==> src/rtl/max_pool_stream.sv <==
// Streaming POOLxPOOL max pooling (stride POOL) over a row-major IMG_W x IMG_H frame.
// Define MAX_POOL_SIGNED_EN for two's-complement signed pixels; default is unsigned.
module max_pool_stream #(
  parameter int DEPTH = 8,
  parameter int IMG_W = 6,
  parameter int IMG_H = 6,
  parameter int POOL  = 3
) (
  input  logic             clk,
  input  logic             rst,
  input  logic             clear,
  input  logic             in_valid,
  output logic             in_ready,
  input  logic [DEPTH-1:0] in_data,
  output logic             out_valid,
  input  logic             out_ready,
  output logic [DEPTH-1:0] out_data,
  output logic             out_last
);
  localparam int NB = IMG_W / POOL;
  localparam int NR = IMG_H / POOL;
  localparam int KW = $clog2(POOL);
  localparam int BW = (NB > 1) ? $clog2(NB) : 1;
  localparam int RW = (NR > 1) ? $clog2(NR) : 1;

  logic [KW-1:0]    kx, ky;
  logic [BW-1:0]    bucket;
  logic [RW-1:0]    wrow;
  logic [DEPTH-1:0] partial [NB];

  logic             accept, kx_end, ky_end, b_end, r_end, first, done;
  logic [DEPTH-1:0] cur, merged;

  function automatic logic gt(input logic [DEPTH-1:0] a, input logic [DEPTH-1:0] b);
`ifdef MAX_POOL_SIGNED_EN
    return $signed(a) > $signed(b);
`else
    return a > b;
`endif
  endfunction

  assign in_ready = !out_valid || out_ready;
  // clear wins over a simultaneous beat: the pixel stays on the bus
  assign accept   = in_valid && in_ready && !clear;

  assign kx_end = (kx == KW'(POOL - 1));
  assign ky_end = (ky == KW'(POOL - 1));
  assign b_end  = (bucket == BW'(NB - 1));
  assign r_end  = (wrow == RW'(NR - 1));
  assign first  = (kx == '0) && (ky == '0);
  assign done   = kx_end && ky_end;

  always_comb begin
    cur    = partial[bucket];
    merged = in_data;
    if (!first && gt(cur, in_data)) merged = cur;
  end

  always_ff @(posedge clk or posedge rst) begin
    if (rst) begin
      kx     <= '0;
      ky     <= '0;
      bucket <= '0;
      wrow   <= '0;
    end else if (clear) begin
      kx     <= '0;
      ky     <= '0;
      bucket <= '0;
      wrow   <= '0;
    end else if (accept) begin
      if (kx_end) begin
        kx <= '0;
        if (b_end) begin
          bucket <= '0;
          if (ky_end) begin
            ky   <= '0;
            wrow <= r_end ? '0 : wrow + 1'b1;
          end else begin
            ky <= ky + 1'b1;
          end
        end else begin
          bucket <= bucket + 1'b1;
        end
      end else begin
        kx <= kx + 1'b1;
      end
    end
  end

  // Partial maxima need no reset: the first pixel of each window overwrites its entry.
  always_ff @(posedge clk) begin
    if (accept) partial[bucket] <= merged;
  end

  always_ff @(posedge clk or posedge rst) begin
    if (rst) begin
      out_valid <= 1'b0;
      out_data  <= '0;
      out_last  <= 1'b0;
    end else if (clear) begin
      out_valid <= 1'b0;
      out_data  <= '0;
      out_last  <= 1'b0;
    end else if (accept && done) begin
      out_valid <= 1'b1;
      out_data  <= merged;
      out_last  <= b_end && r_end;
    end else if (out_valid && out_ready) begin
      out_valid <= 1'b0;
      out_last  <= 1'b0;
    end
  end
endmodule

==> config.mk <==
export PLATFORM = sky130hd
export DESIGN_NAME = max_pool_stream
export DESIGN_NICKNAME = d
export VERILOG_FILES = /design/src/rtl/max_pool_stream.sv
export SDC_FILE = /design/constraint.sdc
export NUM_CORES = 1
export LEC_CHECK = 0
export CORE_MARGIN = 1.5
export CORE_UTILIZATION = 40
export DETAILED_ROUTE_END_ITERATION = 10
export MAX_ROUTING_LAYER = met4
export PLACE_DENSITY_LB_ADDON = 0.08
export SLEW_MARGIN = 20
export SYNTH_ARGS = -nofsm -noshare
export SYNTH_HDL_FRONTEND = slang
export SYNTH_SLANG_ARGS = --single-unit
export TNS_END_PERCENT = 1
==> constraint.sdc <==
create_clock -name clk -period 3 [get_ports clk]
set_input_delay 0.6 -clock clk [delete_from_list [all_inputs] [get_ports clk]]
set_output_delay 0.6 -clock clk [all_outputs]
set_load 0.05 [all_outputs]
==> metrics.txt <==
run status completed; number of global-route vias before repair 1319; final period demand of the worst path 2794 ps; Peak supply drop 0.3056 mV; buffer cell driving the clock tree root sky130_fd_sc_hd__clkbuf_8; maximum clock frequency 357.9 MHz; Final setup viols 0; slowest library cell on the worst path sky130_fd_sc_hd__dfrtp_2; Placed Instances 234; worst-case clock skew 5.176 ps; hold slack final 488.7 ps; count of max-cap constraint violations 0; # resized after CTS 0; nets in the synthesized netlist 183; cell count after synthesis 162; clock latency of the later-clocked register in the worst-skew pair 280 ps; level count of the clock H-tree 2; number of distinct standard cells referenced by the synthesized netlist 32; clock edge transition at the registers on the reported setup and hold paths 70 ps; commonest non-fill, non-tap cell in the layout sky130_fd_sc_hd__clkdlybuf4s50_1; post-route non-filler standard cell count 242; Netlist Area Pre-Place 1688 um^2; GR Util All Layers 20.18%; first-pass GRT wire length 6451 um; number of standard-cell rows in the floorplan 23; switching share of power 22.53%; Die Outline Area 4619 um^2; vias after detailed routing 1342; internal power 796.5 uW; Switch Pwr 231.7 uW; total negative slack 0 ps; Residual DRC 0; final standard cell area without fillers 2111 um^2; Total Power 1028 uW; Initial DRC Count 73; number of nets in the layout 212; HP Class reg2reg; sequential fraction of design power 46.9%; Hold Fails Final Rpt 0; Yosys warning total 0; CTS Hold Bufs 0; total gr overflow 0; RSZ-0062 raised after global routing no; FILL cells 381; Final ANT Viol Nets 0; Setup CP Type reg2reg; power per cell area 487.1 nW/um^2; worst-path fanout max 12; effective utilization at floorplan 41.89%; Layout Area Growth over Synthesis 25.06%; DP Area 1993 um^2; data arrival time of the critical path 2900 ps; HPWL after detailed placement 2868 um; Boundary Pins 24; sequential cell area 882.1 um^2; critical path cell sequence mux2_2 -> ha_1 -> nor2b_1 -> o211ai_1 -> a2111oi_2 -> nor2_1 -> buf_4 -> a21oi_1; post-route fraction of the period consumed by the critical path 93.12%; synthesized area per cell 10.42 um^2; mean number of vias per cell 5.545; register area share after synthesis 52.19%; largest net degree at the start of global routing 17; number of flip-flops and latches in the synthesized netlist 32; most used cells in the layout excluding fill and tap cells sky130_fd_sc_hd__clkdlybuf4s50_1, sky130_fd_sc_hd__a21oi_1, sky130_fd_sc_hd__nand2_1, sky130_fd_sc_hd__edfxtp_1, sky130_fd_sc_hd__dfrtp_1; Clock Path Buffers 2; fraction of final layout cells with drive strength greater than 1 14.06%; portion of total power attributed to combinational logic 12.0%; vertical die dimension 67.96 um; number of antenna cells inserted 0; startpoint type of the worst setup path flip-flop; number of buffers created by CTS 5; number of buffers and inverters on the critical path 1; Slew Limit Fails 0; TritonCTS clock tree yes; power share of the clock group 41.1%; Initial DRT Pass Iterations 5; antenna violations before repair 0; area of the core 4029 um^2; Worst EP required 3110 ps; maximum cell stage delay along the critical path 530 ps; sink count of the clock tree 32; Buffers on Ports 23; critical path's top delay family compound AO/OA/AOI/OAI gates; Static Leak 0.0008118 uW; Tightest Pin Transition 680.3 ps; number of setup buffers added after CTS 0; detail-routed net length per standard cell 16.04 um; Final GP Congestion 0.8811; type of destination of the critical path flip-flop; Total Wirelength 3881 um; die outline width 67.96 um; worst relative slew slack 54.60%; area of the multi-input gates 739.5 um^2
kinds of logic after synthesis:
group	after synthesis	share of synthesized area, %
fa+ha+maj	8	5.931
xor+xnor	2	1.038
buf+inv	17	4.003
flops	32	52.19
mux	9	5.856
simple gates	57	16.83
compound gates	37	14.16
layer usage:
metal / wire (um) / vias up / global-route usage [%]
li1: - / 657 / -
met1: 1754 / 638 / 25.39
met2: 1842 / 40 / 30.95
met3: 218 / 7 / 5.263
met4: 65 / 0 / 8.250
met5: 0 / - / -
state kept, by name, summed over array words and instances, names as in the netlist:
register / flops
b_end: 1
kx: 2
ky: 2
out_data: 8
out_last: 1
out_valid: 1
partial: 16
r_end: 1
path summary, 6_finish.rpt:
| kind | to | cells past startpoint | start | slack [ps] |
|---|---|---|---|---|
| max in group asynchronous | b_end | 2 | rst | 1810 |
| setup / recovery | partial[1][4] | 8 | b_end | 210 |
| setup reg to reg | partial[1][4] | 8 | b_end | 210 |
| hold reg to reg | out_data[2] | 2 | out_data[2] | 490 |
| hold / removal | out_data[2] | 2 | out_data[2] | 490 |
| min in group asynchronous | out_valid | 2 | rst | 720 |
tightest hold or removal path: cells and delay by family (launching register included):
family           cells  cell delay (ps)
AND/OR/NAND/NOR      2              110
flip-flops           1              350
power groups by stage:
stage	Sequential, uW	Clock (uW)	Combinational [uW]
CTS	482	433	124
global route	483	455	138
detailed placement	491	0	123
finish	482	423	123
global placement	491	0	119
floorplan	488	0	78.0
through the flow:
stage	util (%)	setup WS, ps
after floorplan	-	310.6
after global placement	49.47	108.1
after detailed placement	49.47	26.29
after CTS	52.36	39.63
after global routing	52.39	55.34
final	52.39	206.3
synth_stat cells:
master,instances,area share [%]
sky130_fd_sc_hd__a21oi_1,20,5.9
sky130_fd_sc_hd__nand2_1,20,4.4
sky130_fd_sc_hd__dfrtp_1,16,24
sky130_fd_sc_hd__edfxtp_1,16,28
sky130_fd_sc_hd__nand4_1,11,4.1
sky130_fd_sc_hd__nor2_1,11,2.4
sky130_fd_sc_hd__inv_1,10,2.2
sky130_fd_sc_hd__o211ai_1,9,4.0
sky130_fd_sc_hd__ha_1,8,5.9
sky130_fd_sc_hd__mux2_2,7,4.7
sky130_fd_sc_hd__buf_2,3,0.89
sky130_fd_sc_hd__nor2b_1,3,1.1
sky130_fd_sc_hd__nor3_1,3,0.89
sky130_fd_sc_hd__buf_1,2,0.44
sky130_fd_sc_hd__clkbuf_1,2,0.44
sky130_fd_sc_hd__mux2i_1,2,1.2
sky130_fd_sc_hd__nand3_1,2,0.59
sky130_fd_sc_hd__o21ai_0,2,0.59
sky130_fd_sc_hd__xnor2_1,2,1.0
sky130_fd_sc_hd__a2111o_1,1,0.67
sky130_fd_sc_hd__a2111oi_2,1,0.89
sky130_fd_sc_hd__a31oi_1,1,0.37
sky130_fd_sc_hd__a32o_1,1,0.59
sky130_fd_sc_hd__a41oi_1,1,0.52
sky130_fd_sc_hd__and2_2,1,0.44
sky130_fd_sc_hd__and2b_2,1,0.52
sky130_fd_sc_hd__and4_1,1,0.52
sky130_fd_sc_hd__nand2b_1,1,0.37
sky130_fd_sc_hd__nor4_1,1,0.37
sky130_fd_sc_hd__o211a_2,1,0.59
sky130_fd_sc_hd__or3_1,1,0.37
sky130_fd_sc_hd__or4_4,1,0.67
cell type report:
class                      count  area share [%]
inverter                      10           1.778
sequential                    32           41.79
multi-input combinational    113           35.03
clock inverter                 2           1.600
tap                           50           2.964
timing repair buffer          29           12.92
clock buffer                   6           3.912
Power figures use the tool's default switching activity.
